--- src/rtl/dmem_arbiter_if.sv ---
// -----------------------------------------------------------------------------
// dmem_arbiter_if
// Bundles every handshake and data signal around dmem_arbiter: the two
// requester ports (port 0 = core load/store unit, port 1 = DMA/debug loader),
// the shared response path, and the single data-memory port.
//
// Signal names keep their direction suffix as seen from the arbiter.
//   req_valid_i/req_wen_i/req_byte_i [1:0]  per-port request qualifiers
//   req_addr_i  [2*addr_width_p]            port n at [n*addr_width_p +: addr_width_p]
//   req_wdata_i [2*data_width_p]            port n at [n*data_width_p +: data_width_p]
//   req_yumi_o  [1:0]                       request accepted (one-hot or zero)
//   rsp_valid_o [1:0], rsp_rdata_o          response to the owning port
//   rsp_yumi_i  [1:0]                       response consumed by requester
//   mem_valid_o/mem_wen_o/mem_byte_o, mem_addr_o, mem_wdata_o, mem_yumi_i
//                                           request path to memory
//   mem_valid_i, mem_rdata_i, mem_yumi_o    response path from memory
//
// Modports:
//   slave  - the arbiter itself (it serves the requesters)
//   master - the surrounding environment (requesters + memory)
// -----------------------------------------------------------------------------
interface dmem_arbiter_if #(
    parameter int addr_width_p = 32,
    parameter int data_width_p = 32
);
    logic [1:0]                  req_valid_i;
    logic [1:0]                  req_wen_i;
    logic [1:0]                  req_byte_i;
    logic [2*addr_width_p-1:0]   req_addr_i;
    logic [2*data_width_p-1:0]   req_wdata_i;
    logic [1:0]                  req_yumi_o;

    logic [1:0]                  rsp_valid_o;
    logic [data_width_p-1:0]     rsp_rdata_o;
    logic [1:0]                  rsp_yumi_i;

    logic                        mem_valid_o;
    logic                        mem_wen_o;
    logic                        mem_byte_o;
    logic [addr_width_p-1:0]     mem_addr_o;
    logic [data_width_p-1:0]     mem_wdata_o;
    logic                        mem_yumi_i;

    logic                        mem_valid_i;
    logic [data_width_p-1:0]     mem_rdata_i;
    logic                        mem_yumi_o;

    modport slave (
        input  req_valid_i, req_wen_i, req_byte_i, req_addr_i, req_wdata_i,
        output req_yumi_o,
        output rsp_valid_o, rsp_rdata_o,
        input  rsp_yumi_i,
        output mem_valid_o, mem_wen_o, mem_byte_o, mem_addr_o, mem_wdata_o,
        input  mem_yumi_i,
        input  mem_valid_i, mem_rdata_i,
        output mem_yumi_o
    );

    modport master (
        output req_valid_i, req_wen_i, req_byte_i, req_addr_i, req_wdata_i,
        input  req_yumi_o,
        input  rsp_valid_o, rsp_rdata_o,
        output rsp_yumi_i,
        input  mem_valid_o, mem_wen_o, mem_byte_o, mem_addr_o, mem_wdata_o,
        output mem_yumi_i,
        output mem_valid_i, mem_rdata_i,
        input  mem_yumi_o
    );
endinterface

--- src/rtl/dmem_arbiter.sv ---
// -----------------------------------------------------------------------------
// dmem_arbiter
// Two-requester round-robin arbiter in front of a single data-memory port.
// One transaction is outstanding at a time; the granted request passes to
// memory combinationally (no added latency), and the memory response is routed
// back to the port that owns the transaction.
//
// Ports:
//   clk          clock
//   reset        synchronous, active-low reset
//   bus          dmem_arbiter_if.slave: requester, response and memory signals
//   grant_cnt_o  [31:0] per-port retired-transaction counters, port n at
//                [n*16 +: 16], saturating (only with DMEM_ARB_STATS_EN)
//
// Configuration:
//   DMEM_ARB_STATS_EN  when defined, adds grant_cnt_o and its counters.
// -----------------------------------------------------------------------------
module dmem_arbiter #(
    parameter int data_width_p = 32,
    parameter int addr_width_p = 32
) (
    input  logic               clk,
    input  logic               reset,
    dmem_arbiter_if.slave      bus
`ifdef DMEM_ARB_STATS_EN
    ,
    output logic [2*16-1:0]    grant_cnt_o
`endif
);

    typedef enum logic {
        ST_IDLE = 1'b0,
        ST_BUSY = 1'b1
    } state_e;

    state_e r_state;
    logic   r_owner;   // port that owns the outstanding transaction
    logic   r_prio;    // port that wins a tie

    state_e w_state_nxt;
    logic   w_owner_nxt;
    logic   w_prio_nxt;

    logic       w_any_valid;
    logic       w_winner;
    logic       w_retire;
    logic [1:0] w_req_yumi;
    logic [1:0] w_rsp_valid;
    logic       w_mem_valid;
    logic       w_mem_yumi;

    // Tie goes to r_prio; otherwise the single requesting port wins.
    assign w_any_valid = |bus.req_valid_i;
    assign w_winner    = (&bus.req_valid_i) ? r_prio : bus.req_valid_i[1];

    // Response handed over to the owner; this retires the transaction.
    assign w_retire = (r_state == ST_BUSY) && bus.mem_valid_i && bus.rsp_yumi_i[r_owner];

    // NOTE: state registers use non-blocking assignments so every flop samples
    // the pre-edge values, independent of process evaluation order.
    always_ff @(posedge clk) begin
        if (!reset) begin
            r_state <= ST_IDLE;
            r_owner <= 1'b0;
            r_prio  <= 1'b0;
        end else begin
            r_state <= w_state_nxt;
            r_owner <= w_owner_nxt;
            r_prio  <= w_prio_nxt;
        end
    end

    // NOTE: every output of this block gets a default first, so no path
    // through the case statement can leave a value held (no inferred latch).
    always_comb begin
        w_state_nxt = r_state;
        w_owner_nxt = r_owner;
        w_prio_nxt  = r_prio;
        w_req_yumi  = 2'b00;
        w_rsp_valid = 2'b00;
        w_mem_valid = 1'b0;
        w_mem_yumi  = 1'b0;

        case (r_state)
            ST_IDLE: begin
                if (w_any_valid) begin
                    w_mem_valid           = 1'b1;
                    w_req_yumi[w_winner]  = bus.mem_yumi_i;
                    if (bus.mem_yumi_i) begin
                        w_state_nxt = ST_BUSY;
                        w_owner_nxt = w_winner;
                    end
                end
            end
            ST_BUSY: begin
                // New requests stay pending; only the owner sees the response.
                w_rsp_valid[r_owner] = bus.mem_valid_i;
                w_mem_yumi           = w_retire;
                if (w_retire) begin
                    w_state_nxt = ST_IDLE;
                    w_prio_nxt  = ~r_owner;
                end
            end
            default: begin
                w_state_nxt = ST_IDLE;
            end
        endcase
    end

    // Handshake outputs are held low for as long as reset is asserted.
    assign bus.req_yumi_o  = reset ? w_req_yumi  : 2'b00;
    assign bus.rsp_valid_o = reset ? w_rsp_valid : 2'b00;
    assign bus.mem_valid_o = reset ? w_mem_valid : 1'b0;
    assign bus.mem_yumi_o  = reset ? w_mem_yumi  : 1'b0;

    // Winner's request fields go straight to memory.
    assign bus.mem_wen_o   = bus.req_wen_i[w_winner];
    assign bus.mem_byte_o  = bus.req_byte_i[w_winner];
    assign bus.mem_addr_o  = w_winner ? bus.req_addr_i[2*addr_width_p-1:addr_width_p]
                                      : bus.req_addr_i[addr_width_p-1:0];
    assign bus.mem_wdata_o = w_winner ? bus.req_wdata_i[2*data_width_p-1:data_width_p]
                                      : bus.req_wdata_i[data_width_p-1:0];

    assign bus.rsp_rdata_o = bus.mem_rdata_i;

`ifdef DMEM_ARB_STATS_EN
    logic [15:0] r_grant_cnt [2];

    always_ff @(posedge clk) begin
        if (!reset) begin
            r_grant_cnt[0] <= '0;
            r_grant_cnt[1] <= '0;
        end else if (w_retire && (r_grant_cnt[r_owner] != 16'hFFFF)) begin
            r_grant_cnt[r_owner] <= r_grant_cnt[r_owner] + 16'd1;
        end
    end

    assign grant_cnt_o = {r_grant_cnt[1], r_grant_cnt[0]};
`endif

endmodule

--- src/flat_wrapper.sv ---
// flat-port wrapper written by rule: the top's interface ports become plain ports
module dmem_arbiter_flat 
#(
    parameter int data_width_p = 32,
    parameter int addr_width_p = 32
)
  (clk, reset, bus_req_valid_i, bus_req_wen_i, bus_req_byte_i, bus_req_addr_i, bus_req_wdata_i, bus_req_yumi_o, bus_rsp_valid_o, bus_rsp_rdata_o, bus_rsp_yumi_i, bus_mem_valid_o, bus_mem_wen_o, bus_mem_byte_o, bus_mem_addr_o, bus_mem_wdata_o, bus_mem_yumi_i, bus_mem_valid_i, bus_mem_rdata_i, bus_mem_yumi_o);
  dmem_arbiter_if #(.addr_width_p(addr_width_p), .data_width_p(data_width_p)) bus_i ();
  input  logic clk;
  input  logic reset;
  input wire logic [$bits(bus_i.req_valid_i)-1:0] bus_req_valid_i;
  input wire logic [$bits(bus_i.req_wen_i)-1:0] bus_req_wen_i;
  input wire logic [$bits(bus_i.req_byte_i)-1:0] bus_req_byte_i;
  input wire logic [$bits(bus_i.req_addr_i)-1:0] bus_req_addr_i;
  input wire logic [$bits(bus_i.req_wdata_i)-1:0] bus_req_wdata_i;
  output wire logic [$bits(bus_i.req_yumi_o)-1:0] bus_req_yumi_o;
  output wire logic [$bits(bus_i.rsp_valid_o)-1:0] bus_rsp_valid_o;
  output wire logic [$bits(bus_i.rsp_rdata_o)-1:0] bus_rsp_rdata_o;
  input wire logic [$bits(bus_i.rsp_yumi_i)-1:0] bus_rsp_yumi_i;
  output wire logic [$bits(bus_i.mem_valid_o)-1:0] bus_mem_valid_o;
  output wire logic [$bits(bus_i.mem_wen_o)-1:0] bus_mem_wen_o;
  output wire logic [$bits(bus_i.mem_byte_o)-1:0] bus_mem_byte_o;
  output wire logic [$bits(bus_i.mem_addr_o)-1:0] bus_mem_addr_o;
  output wire logic [$bits(bus_i.mem_wdata_o)-1:0] bus_mem_wdata_o;
  input wire logic [$bits(bus_i.mem_yumi_i)-1:0] bus_mem_yumi_i;
  input wire logic [$bits(bus_i.mem_valid_i)-1:0] bus_mem_valid_i;
  input wire logic [$bits(bus_i.mem_rdata_i)-1:0] bus_mem_rdata_i;
  output wire logic [$bits(bus_i.mem_yumi_o)-1:0] bus_mem_yumi_o;
  assign bus_i.req_valid_i = bus_req_valid_i;
  assign bus_i.req_wen_i = bus_req_wen_i;
  assign bus_i.req_byte_i = bus_req_byte_i;
  assign bus_i.req_addr_i = bus_req_addr_i;
  assign bus_i.req_wdata_i = bus_req_wdata_i;
  assign bus_req_yumi_o = bus_i.req_yumi_o;
  assign bus_rsp_valid_o = bus_i.rsp_valid_o;
  assign bus_rsp_rdata_o = bus_i.rsp_rdata_o;
  assign bus_i.rsp_yumi_i = bus_rsp_yumi_i;
  assign bus_mem_valid_o = bus_i.mem_valid_o;
  assign bus_mem_wen_o = bus_i.mem_wen_o;
  assign bus_mem_byte_o = bus_i.mem_byte_o;
  assign bus_mem_addr_o = bus_i.mem_addr_o;
  assign bus_mem_wdata_o = bus_i.mem_wdata_o;
  assign bus_i.mem_yumi_i = bus_mem_yumi_i;
  assign bus_i.mem_valid_i = bus_mem_valid_i;
  assign bus_i.mem_rdata_i = bus_mem_rdata_i;
  assign bus_mem_yumi_o = bus_i.mem_yumi_o;
  dmem_arbiter #(.data_width_p(data_width_p), .addr_width_p(addr_width_p)) u_core (.clk(clk), .reset(reset), .bus(bus_i));
endmodule
--- config.mk ---
export PLATFORM = sky130hd
export DESIGN_NAME = dmem_arbiter_flat
export DESIGN_NICKNAME = d
export VERILOG_FILES = /design/src/rtl/dmem_arbiter_if.sv /design/src/rtl/dmem_arbiter.sv /design/src/flat_wrapper.sv
export SDC_FILE = /design/constraint.sdc
export NUM_CORES = 1
export LEC_CHECK = 0
export CORE_AREA = 2 2 109 111
export DETAILED_ROUTE_END_ITERATION = 6
export DIE_AREA = 0 0 111 113
export SETUP_SLACK_MARGIN = 0.05
export SLEW_MARGIN = 20
export SYNTH_ARGS = -nofsm -noshare
export SYNTH_HDL_FRONTEND = slang
export SYNTH_SLANG_ARGS = --single-unit
--- constraint.sdc ---
create_clock -name clk -period 2.4 [get_ports clk]
set_input_delay 0.48 -clock clk [delete_from_list [all_inputs] [get_ports clk]]
set_output_delay 0.48 -clock clk [all_outputs]
set_load 0.02 [all_outputs]
==> flow_summary.ini <==
[layout]
num-nets-final = 498
final_util_pct = 32.7
drive_above_1_share_pct = 42.5
diodes = 0
finalNonFillerCells = 468
area_delta_synth_final_pct = 170
stdcell_area_um2 = 3680

[critical_path]
arrival_ns = 1.80
cp.required_ns = 1.92
reg2reg_to = u_core.r_prio
startpoint_type = input port
r2r_start = u_core.r_state
path_delay_family = buffers and inverters
regToRegSetupSlack_ns = 1.32
critical-path-max-stage-delay_ns = 0.34
critPathSlowestCell = mux2_2
ff2ff_path_depth = 4
crit_path_max_fanout = 8
end_kind = output pin
worst-path-buf-inv = 3
path_cells = dlygate4sd2_1 -> nand2_8 -> bufbuf_16 -> mux2_2 -> clkdlybuf4s15_2
crit_type = in2out

[die]
rows = 39
die_area_um2 = 12500
fp.dieH_um = 113
initial_core_util_pct = 12.1
coreArea_um2 = 11300
ios = 276
die_w_um = 111

[route]
dr_total_vias = 1787
drc_errors = 0
viasPerCell = 3.82
wire_per_inst_um = 15.4
drtIter0Drc = 24
routed_wl_um = 7220
ant_nets = 0
first_pass_iters = 3

[global_routing]
grt_pass1_wl_um = 10700
track_usage_pct = 10.7
antenna_found_initial = 0
grt_max_degree = 17
overflow = 0
first_global_vias = 1999

[clock_network]
clkLatencyLatePin_ns = 0.22
cts_made_buffers = 3
cts.clk_slew.worst_paths_ns = 0.03
clock_path_buffers = 2
htreeDepth = 1
cts_tree = yes
clock-sinks = 3
hold_buffers = 0
cts-root-buf = clkbuf_16

[yosys]
yosysWarnings = 0
syn-instance-count = 134
yosys-top-cells-area = mux2_4 32%, mux2_2 31%, buf_4 18%
synth_nets = 306
yosysTopAreaCell = mux2_4
synth_seq_cells = 3
synth_area_um2 = 1360
syn_avg_cell_area_um2 = 10.2
synth.distinct_cells = 24
synth_top_area_share_pct = 32.0
ys_seq_area_share_pct = 4.41

[timing]
fin_crit_sh_pct = 94.9
rsz0062_at_grt = false
tightest_slew_ns = 0.321
clock.fmax_mhz = 439
max-slew-margin-rel_pct = 78.1
drv_slew = 0
setup_violations = 0
final_hold_viol_count = 0
min_period_ns = 2.28
tns_ns = 0
skew_ns = 0.00175

[flow_run]
drv_cap = 0

[place]
hpwl_um = 5900
place_congestion = 0.752
placement.io_buffers = 211
place_inst = 457
placedInstanceArea_um2 = 3440

[power]
p_per_area_nw_per_um2 = 290
p_leak_nw = 1.56
peakVddDrop_mv = 0.249

[min_path]
hold_class = reg2reg
worstHoldEndpoint = u_core.r_state
worstHoldPathCells = 2
min_from = u_core.r_state

[status]
status = completed
==> placed cells by master, fill, tap and decap left out, types with 5 or more instances in the layout <==
| cell | synthesis | final |
|---|---|---|
| nor2_1 | 6 | 6 |
| buf_4 | 32 | 8 |
| mux2_4 | 29 | 29 |
| clkdlybuf4s50_1 | 0 | 138 |
| buf_2 | 3 | 5 |
| mux2_2 | 37 | 37 |
| dlygate4sd2_1 | 0 | 18 |
| clkdlybuf4s15_2 | 0 | 44 |
==> worst max path at each step <==
stage,endpoint,depth (start not counted),startpoint
after floorplan,bus_req_yumi_o[0],2,reset
after global placement,bus_mem_wen_o,6,bus_req_valid_i[0]
after detailed placement,bus_mem_wen_o,6,bus_req_valid_i[0]
after CTS,bus_mem_wdata_o[14],6,bus_req_valid_i[0]
after global routing,bus_req_yumi_o[0],4,reset
final,bus_mem_wdata_o[20],5,bus_req_valid_i[1]
==> cell families after synthesis <==
family / after synthesis / share of synthesized area (%)
muxes: 67 / 63.3
DFF: 3 / 4.41
AOI/OAI and AO/OA: 7 / 3.68
and+or+nand+nor: 16 / 5.98
buffers and inverters: 41 / 22.6
==> timing repair <==
action	in CTS	in global routing
setup buffers	3	0
endpoints found under the setup margin	72	33
gates cloned	4	0
pin swaps	1	0
resized for setup	184	6
==> routing by layer <==
metal,routed length (um),global-route usage [%],vias to the layer above
met4,27,1.50,0
met3,811,3.59,2
met1,2540,10.8,784
met2,3840,21.8,168
li1,-,-,833
met5,0,0,-
==> worst register-to-register path: stages (launching register included) <==
cell and delay [ns]:
dfxtp_1 0.40, and2_1 0.18, buf_4 0.12, a21oi_1 0.06, a311oi_1 0.23
==> cell usage after synthesis <==
library cell,instances
and2_1,1
a21oi_1,1
a32oi_1,1
nand2_2,1
buf_2,3
dfxtp_1,3
nand2_1,3
a311oi_1,1
mux2i_1,1
nor3b_1,1
inv_1,2
mux2_4,29
buf_4,32
a2111oi_0,1
buf_6,4
o21ai_0,1
o21a_1,1
nor3_1,1
nand2b_2,1
o22ai_1,1
nor2_1,6
mux2_2,37
nor2b_1,1
nand3b_1,1
==> registers in the layout, summed over array words and instances (netlist names) <==
register,cells
u_core.r_owner,1
u_core.r_state,1
u_core.r_prio,1
==> where the power goes <==
group          total (W)  switching, W  internal (W)  leakage (nW)
combinational   0.000746      0.000276      0.000471          1.50
sequential     0.0000573    0.00000408     0.0000532        0.0246
clock           0.000263     0.0000443      0.000219        0.0382
total            0.00107      0.000324      0.000743          1.56
==> layout make-up <==
| class | instances | area (um^2) |
|---|---|---|
| inverter | 2 | 7.51 |
| tap | 143 | 179 |
| timing repair buffer | 226 | 2340 |
| sequential | 3 | 60.1 |
| fill | 1189 | 7590 |
| multi-input combinational | 90 | 1010 |
| clock buffer | 4 | 78.8 |
==> metrics by stage <==
step	setup slack, ns	hold slack [ns]	total power (W)
finish	0.122	0.559	0.00107
global route	0.0594	0.582	0.00112
CTS	0.0505	0.563	0.00109
detailed placement	-0.463	0.559	0.000812
global placement	-0.440	0.531	0.000809
floorplan	0.280	0.503	0.000447
(Power assumes the default switching activity.)
